File: src/rtl/restoring_div_pkg.sv
// Shared types and defaults for the round-robin restoring divider.
package restoring_div_pkg;

    localparam int unsigned DEF_WIDTH   = 16;
    localparam int unsigned DEF_NUM_REQ = 2;

    // Quotient reported when the captured divisor is zero (all ones).
    localparam logic [DEF_WIDTH-1:0] DIV_BY_ZERO_Q = '1;

    typedef enum logic [1:0] {
        ST_IDLE = 2'd0,
        ST_RUN  = 2'd1,
        ST_DONE = 2'd2
    } state_t;

endpackage

File: src/rtl/restoring_div_arbiter_if.sv
// Requester/consumer bus of the shared divider.
interface restoring_div_arbiter_if #(
    parameter int unsigned WIDTH   = 16,
    parameter int unsigned NUM_REQ = 2,
    parameter int unsigned ID_W    = 1
);
    logic [NUM_REQ-1:0]       req_valid;
    logic [NUM_REQ-1:0]       req_ready;
    logic [NUM_REQ*WIDTH-1:0] req_dividend;
    logic [NUM_REQ*WIDTH-1:0] req_divisor;
    logic                     rsp_valid;
    logic                     rsp_ready;
    logic [ID_W-1:0]          rsp_id;
    logic [WIDTH-1:0]         rsp_quotient;
    logic [WIDTH-1:0]         rsp_remainder;
    logic                     rsp_div_by_zero;
    logic                     busy;

    // Producers/consumer side.
    modport master (
        output req_valid, req_dividend, req_divisor, rsp_ready,
        input  req_ready, rsp_valid, rsp_id, rsp_quotient, rsp_remainder,
               rsp_div_by_zero, busy
    );

    // Divider side.
    modport slave (
        input  req_valid, req_dividend, req_divisor, rsp_ready,
        output req_ready, rsp_valid, rsp_id, rsp_quotient, rsp_remainder,
               rsp_div_by_zero, busy
    );
endinterface

File: src/rtl/restoring_div_step.sv
// One restoring-division iteration: shift {R,Q}, trial subtract, restore or commit.
module restoring_div_step #(
    parameter int unsigned WIDTH = 16
) (
    input  logic [WIDTH-1:0] r,
    input  logic [WIDTH-1:0] q,
    input  logic [WIDTH-1:0] d,
    output logic [WIDTH-1:0] r_next,
    output logic [WIDTH-1:0] q_next
);
    logic [WIDTH-1:0] r_sh;
    logic [WIDTH-1:0] q_sh;
    logic [WIDTH:0]   trial;

    // R stays below 2^k after k steps, so the shifted remainder never overflows WIDTH bits.
    assign r_sh  = {r[WIDTH-2:0], q[WIDTH-1]};
    assign q_sh  = {q[WIDTH-2:0], 1'b0};
    assign trial = {1'b0, r_sh} - {1'b0, d};

    // Borrow means D does not fit: keep shifted R, quotient bit 0.
    always_comb begin
        r_next = r_sh;
        q_next = q_sh;
        if (!trial[WIDTH]) begin
            r_next    = trial[WIDTH-1:0];
            q_next[0] = 1'b1;
        end
    end
endmodule

File: src/rtl/restoring_div_arbiter.sv
// Round-robin shared 16-bit restoring divider with id-tagged responses.
module restoring_div_arbiter
    import restoring_div_pkg::*;
#(
    parameter int unsigned WIDTH   = DEF_WIDTH,
    parameter int unsigned NUM_REQ = DEF_NUM_REQ,
    parameter int unsigned ID_W    = $clog2(NUM_REQ)
) (
    input  logic                    clk,
    input  logic                    rst,
    restoring_div_arbiter_if.slave  bus
);
    localparam int unsigned CNT_W = $clog2(WIDTH);

    state_t             state;
    logic [WIDTH-1:0]   q_r;
    logic [WIDTH-1:0]   r_r;
    logic [WIDTH-1:0]   d_r;
    logic [CNT_W-1:0]   count;
    logic [ID_W-1:0]    last_grant;
    logic [ID_W-1:0]    id_r;
    logic               dbz_r;
    logic               valid_r;
    logic               busy_r;

    logic [NUM_REQ-1:0] grant;
    logic [ID_W-1:0]    grant_idx;
    logic [ID_W-1:0]    cand;
    logic               found;
    logic [WIDTH-1:0]   r_next;
    logic [WIDTH-1:0]   q_next;
    logic [WIDTH-1:0]   dividend_a [NUM_REQ];
    logic [WIDTH-1:0]   divisor_a  [NUM_REQ];
    logic [WIDTH-1:0]   sel_dividend;
    logic [WIDTH-1:0]   sel_divisor;

    // Split the flat operand buses into per-requester words.
    for (genvar i = 0; i < NUM_REQ; i++) begin : g_ops
        assign dividend_a[i] = bus.req_dividend[i*WIDTH +: WIDTH];
        assign divisor_a[i]  = bus.req_divisor[i*WIDTH +: WIDTH];
    end

    // Round-robin search starting just after the last granted requester.
    always_comb begin
        grant     = '0;
        grant_idx = '0;
        cand      = '0;
        found     = 1'b0;
        for (int unsigned k = 0; k < NUM_REQ; k++) begin
            cand = ID_W'((32'(last_grant) + 32'd1 + k) % NUM_REQ);
            if (!found && bus.req_valid[cand]) begin
                found     = 1'b1;
                grant_idx = cand;
            end
        end
        if (found) begin
            grant[grant_idx] = 1'b1;
        end
    end

    assign sel_dividend  = dividend_a[grant_idx];
    assign sel_divisor   = divisor_a[grant_idx];
    assign bus.req_ready = (state == ST_IDLE) ? grant : '0;

    restoring_div_step #(.WIDTH(WIDTH)) u_step (
        .r      (r_r),
        .q      (q_r),
        .d      (d_r),
        .r_next (r_next),
        .q_next (q_next)
    );

    // Control FSM, operand capture, iteration and response registers.
    always_ff @(posedge clk or posedge rst) begin
        if (rst) begin
            state      <= ST_IDLE;
            q_r        <= '0;
            r_r        <= '0;
            d_r        <= '0;
            count      <= '0;
            last_grant <= ID_W'(NUM_REQ - 1);
            id_r       <= '0;
            dbz_r      <= 1'b0;
            valid_r    <= 1'b0;
            busy_r     <= 1'b0;
        end else begin
            case (state)
                ST_IDLE: begin
                    if (found) begin
                        last_grant <= grant_idx;
                        id_r       <= grant_idx;
                        count      <= '0;
                        busy_r     <= 1'b1;
                        d_r        <= sel_divisor;
                        if (sel_divisor == '0) begin
                            q_r     <= '1;
                            r_r     <= sel_dividend;
                            dbz_r   <= 1'b1;
                            valid_r <= 1'b1;
                            state   <= ST_DONE;
                        end else begin
                            q_r     <= sel_dividend;
                            r_r     <= '0;
                            dbz_r   <= 1'b0;
                            state   <= ST_RUN;
                        end
                    end
                end
                ST_RUN: begin
                    q_r   <= q_next;
                    r_r   <= r_next;
                    count <= count + CNT_W'(1);
                    if (count == CNT_W'(WIDTH - 1)) begin
                        valid_r <= 1'b1;
                        state   <= ST_DONE;
                    end
                end
                ST_DONE: begin
                    if (bus.rsp_ready) begin
                        valid_r <= 1'b0;
                        busy_r  <= 1'b0;
                        state   <= ST_IDLE;
                    end
                end
                default: state <= ST_IDLE;
            endcase
        end
    end

    assign bus.rsp_valid       = valid_r;
    assign bus.rsp_id          = id_r;
    assign bus.rsp_quotient    = q_r;
    assign bus.rsp_remainder   = r_r;
    assign bus.rsp_div_by_zero = dbz_r;
    assign bus.busy            = busy_r;
endmodule

File: src/flat_wrapper.sv
// flat-port wrapper written by rule: the top's interface ports become plain ports
module restoring_div_arbiter_flat import restoring_div_pkg::*;
#(
    parameter int unsigned WIDTH   = DEF_WIDTH,
    parameter int unsigned NUM_REQ = DEF_NUM_REQ,
    parameter int unsigned ID_W    = $clog2(NUM_REQ)
)
  (clk, rst, bus_req_valid, bus_req_dividend, bus_req_divisor, bus_rsp_ready, bus_req_ready, bus_rsp_valid, bus_rsp_id, bus_rsp_quotient, bus_rsp_remainder, bus_rsp_div_by_zero, bus_busy);
  restoring_div_arbiter_if #(.WIDTH(WIDTH), .NUM_REQ(NUM_REQ), .ID_W(ID_W)) bus_i ();
  input  logic clk;
  input  logic rst;
  input wire logic [$bits(bus_i.req_valid)-1:0] bus_req_valid;
  input wire logic [$bits(bus_i.req_dividend)-1:0] bus_req_dividend;
  input wire logic [$bits(bus_i.req_divisor)-1:0] bus_req_divisor;
  input wire logic [$bits(bus_i.rsp_ready)-1:0] bus_rsp_ready;
  output wire logic [$bits(bus_i.req_ready)-1:0] bus_req_ready;
  output wire logic [$bits(bus_i.rsp_valid)-1:0] bus_rsp_valid;
  output wire logic [$bits(bus_i.rsp_id)-1:0] bus_rsp_id;
  output wire logic [$bits(bus_i.rsp_quotient)-1:0] bus_rsp_quotient;
  output wire logic [$bits(bus_i.rsp_remainder)-1:0] bus_rsp_remainder;
  output wire logic [$bits(bus_i.rsp_div_by_zero)-1:0] bus_rsp_div_by_zero;
  output wire logic [$bits(bus_i.busy)-1:0] bus_busy;
  assign bus_i.req_valid = bus_req_valid;
  assign bus_i.req_dividend = bus_req_dividend;
  assign bus_i.req_divisor = bus_req_divisor;
  assign bus_i.rsp_ready = bus_rsp_ready;
  assign bus_req_ready = bus_i.req_ready;
  assign bus_rsp_valid = bus_i.rsp_valid;
  assign bus_rsp_id = bus_i.rsp_id;
  assign bus_rsp_quotient = bus_i.rsp_quotient;
  assign bus_rsp_remainder = bus_i.rsp_remainder;
  assign bus_rsp_div_by_zero = bus_i.rsp_div_by_zero;
  assign bus_busy = bus_i.busy;
  restoring_div_arbiter #(.WIDTH(WIDTH), .NUM_REQ(NUM_REQ), .ID_W(ID_W)) u_core (.clk(clk), .rst(rst), .bus(bus_i));
endmodule
File: config.mk
export PLATFORM = sky130hd
export DESIGN_NAME = restoring_div_arbiter_flat
export DESIGN_NICKNAME = d
export VERILOG_FILES = /design/src/rtl/restoring_div_pkg.sv /design/src/rtl/restoring_div_arbiter_if.sv /design/src/rtl/restoring_div_step.sv /design/src/rtl/restoring_div_arbiter.sv /design/src/flat_wrapper.sv
export SDC_FILE = /design/constraint.sdc
export NUM_CORES = 1
export LEC_CHECK = 0
export ABC_CLOCK_PERIOD_IN_PS = 3200
export BUFFER_PORTS_ARGS = -buffer_cell sky130_fd_sc_hd__buf_2
export CORE_MARGIN = 2
export CORE_UTILIZATION = 54
export CTS_BUF_LIST = sky130_fd_sc_hd__clkbuf_16
export DETAILED_ROUTE_END_ITERATION = 8
export GPL_ROUTABILITY_DRIVEN = 0
export PLACE_DENSITY = 0.84
export SYNTH_ARGS = -nofsm -noshare
export SYNTH_HDL_FRONTEND = slang
export SYNTH_SLANG_ARGS = --single-unit
File: constraint.sdc
create_clock -name clk -period 3.2 [get_ports clk]
set_clock_uncertainty 0.05 [all_clocks]
set_input_delay 0.16 -clock clk [delete_from_list [all_inputs] [get_ports clk]]
set_output_delay 0.16 -clock clk [all_outputs]
set_load 0.05 [all_outputs]
==> results.sh <==
export IMPL_outcome="finished, violations left"
export IMPL_violations="negative hold slack"
export IMPL_cts_root_buffer_cell="clkbuf_16"
export IMPL_rr_endpoint="u_core.bus.rsp_remainder[0]"
export IMPL_drt_initial_drc_count=271
export IMPL_gr_max_usage_layer="met2"
export IMPL_hold_buffers=0
export IMPL_multi_input_area_um2=2400
export IMPL_ys_ff_latch=59
export IMPL_grt_max_degree=60
export IMPL_pin_count=107
export IMPL_required_ns=3.32
export IMPL_critPathMaxStageDelay_ns=0.42
export IMPL_crit_fanout=18
export IMPL_drv_cap=0
export IMPL_die_area_um2=8427
export IMPL_cts_max_level=3
export IMPL_cts_buffers=9
export IMPL_vias=4053
export IMPL_grtUsageMet1_pct=35.28
export IMPL_final_util_pct=66.25
export IMPL_clk_pin_slew_worst_paths_ns=0.05
export IMPL_dr_pass1_iters=5
export IMPL_final_cell_mix="106 x buf_2, 58 x dfrtp_1, 56 x o21ai_0"
export IMPL_crit_path_end_kind="flip-flop"
export IMPL_finalCritPeriodShare_pct=89.08
export IMPL_grt_pass1_vias=4098
export IMPL_synthCells=464
export IMPL_clock_sinks=59
export IMPL_placement_io_buffers=106
export IMPL_crit_chain="inv_1, ha_1, fa_1, nand2b_1, a21oi_2, o2111ai_2, and3_1, a221oi_1, a21oi_1"
export IMPL_hold_slack_ns=-0.003285
export IMPL_cp_slowest_cell="and3_1"
export IMPL_start_util_pct=54.72
export IMPL_postCtsSetupRepairBufs=0
export IMPL_cts_tree="built"
export IMPL_synth_edf_count=0
export IMPL_hpwl_um=8639
export IMPL_setup_viol=0
export IMPL_syn_to_final_growth_pct=21.07
export IMPL_critPathLaunchType="flip-flop"
export IMPL_rsz0062_at_grt="false"
export IMPL_use_met2_pct=48.53
export IMPL_drive_gt1_share_pct=28.82
export IMPL_timing_rr_start="u_core.bus.rsp_quotient[15]"
export IMPL_grt_antenna_before_repair=0
export IMPL_netlist_area_um2=4163
export IMPL_clkLatencyLatePin_ns=0.33
export IMPL_fmax_mhz=350.8
export IMPL_routedWlPerCell_um=17.66
export IMPL_slew_viol_final=0
export IMPL_ant_nets=0
export IMPL_fin_setup_tns_ns=0
export IMPL_die_h_um=91.80
export IMPL_antenna_cells=0
export IMPL_ys_seq_area_share_pct=35.50
export IMPL_ys_flop_type="dfrtp_1"
export IMPL_fill_cells=621
export IMPL_grt_use_met3_pct=5.916
export IMPL_critPathKind="flip-flop to flip-flop"
export IMPL_tightestPinTransition_ns=1.200
export IMPL_grt_usage_pct=28.71
export IMPL_drt_total_wl_um=11850
export IMPL_num_rows=32
export IMPL_async_reset_ff_share_pct=100.0
export IMPL_synth_nets=554
export IMPL_reg2reg_slack_ns=0.35
export IMPL_layout_commonest_cell="buf_2"
export IMPL_ys_warn_count=0
export IMPL_arrival_ns=2.97
export IMPL_register_area_um2=1478
export IMPL_period_minus_slack_ns=2.851
export IMPL_die_w_um=91.80
export IMPL_ctsResizeCount=0
export IMPL_cts_buffer_depth=2
export IMPL_drc=0
export IMPL_reg2reg_depth=9
export IMPL_slew_headroom_pct=19.96
export IMPL_grt_pass1_wl_um=19160
export IMPL_yosysUniqueCellTypes=59
export IMPL_startpoint="u_core.bus.rsp_quotient[15]"
export IMPL_finalNetCount=654
export IMPL_grt_overflow_total=0
export IMPL_avgSynthCellArea_um2=8.971
export IMPL_vias_per_cell=6.040
export IMPL_core_area_um2=7607
export IMPL_hp_class="input pin to async pin"
export IMPL_finalHoldViolCount=2
layer usage:
metal,vias to the layer above,wire [um],part of all wire [%]
met2,208,5740,48
met5,-,0,0
met1,1918,4738,40
met3,50,884,7.5
met4,0,488,4.1
li1,1877,-,-
critical path: cells and delay by family, from the launching register on:
kind            cells  cell delay, ns
compound gates      4            0.93
fa+ha+maj           2            0.63
buf+inv             1            0.06
flops               1            0.38
simple gates        2            0.62
cell type report:
class                           count  share of cell area [%]
Tap cell                          102                   2.532
Sequential cell                    59                   29.32
Clock buffer                        9                   4.469
Timing Repair Buffer              115                   11.87
Multi-Input combinational cell    337                   47.62
Inverter                           42                   3.128
Clock inverter                      7                   1.068
through the flow:
stage	hold WS, ns	setup slack [ns]	instance area [um2]	cells
after global placement	0.3589	0.5407	4761	655
after floorplan	0.2914	0.3529	4163	464
final	-0.003285	0.3493	5040	671
after global routing	0.08741	0.1981	5040	671
after CTS	0.02778	0.3900	5040	671
after detailed placement	0.3670	0.4099	4761	655
worst max-delay path by stage:
stage	end	slack (ns)	depth (start not counted)
6_report	u_core.bus.rsp_remainder[0]	0.35	9
5_1_grt	u_core.bus.rsp_remainder[0]	0.20	9
4_1_cts	u_core.bus.rsp_remainder[0]	0.39	9
3_5_place_dp	u_core.bus.rsp_remainder[0]	0.41	9
3_3_place_gp	u_core.bus.rsp_remainder[0]	0.54	9
2_1_floorplan	u_core.bus.rsp_remainder[1]	0.35	11
synthesized netlist by cell type, drive strengths merged, types with 3 or more instances:
cell type  count  share of area [%]
a211oi         3               0.54
a21o          16                2.9
a21oi         26                3.2
a221o          3               0.81
a221oi        20                5.7
a31oi          4               0.75
and2           3               0.51
buf           14                2.5
clkbuf        12                1.1
dfrtp         58                 35
ha            20                6.0
inv           42                3.8
mux2           4                1.2
mux2i         34                8.2
nand2         37                3.3
nand2b         5               0.75
nand3         10                1.2
nor2          37                3.3
nor4           8                1.8
o211ai         6                1.1
o21a           3               0.54
o21ai         59                7.1
xnor2          8                1.7
cell families after synthesis:
| group | synth area share (%) |
|---|---|
| AO/OA/AOI/OAI | 26.42 |
| AND/OR/NAND/NOR | 12.95 |
| buffers and inverters | 7.394 |
| flip-flops | 35.50 |
| multiplexers | 9.348 |
| adder cells (fa/ha/maj) | 6.492 |
| XOR/XNOR | 1.894 |
state kept, by name, summed over array words and instances (netlist names), 2 cells and up:
register                  count
u_core.bus.rsp_quotient      16
u_core.count                  4
u_core.bus.rsp_remainder     16
u_core.state                  2
u_core.d_r                   16
Power is not shown: default switching activity piles up to over one toggle a cycle in this logic, so the estimate is an artifact.
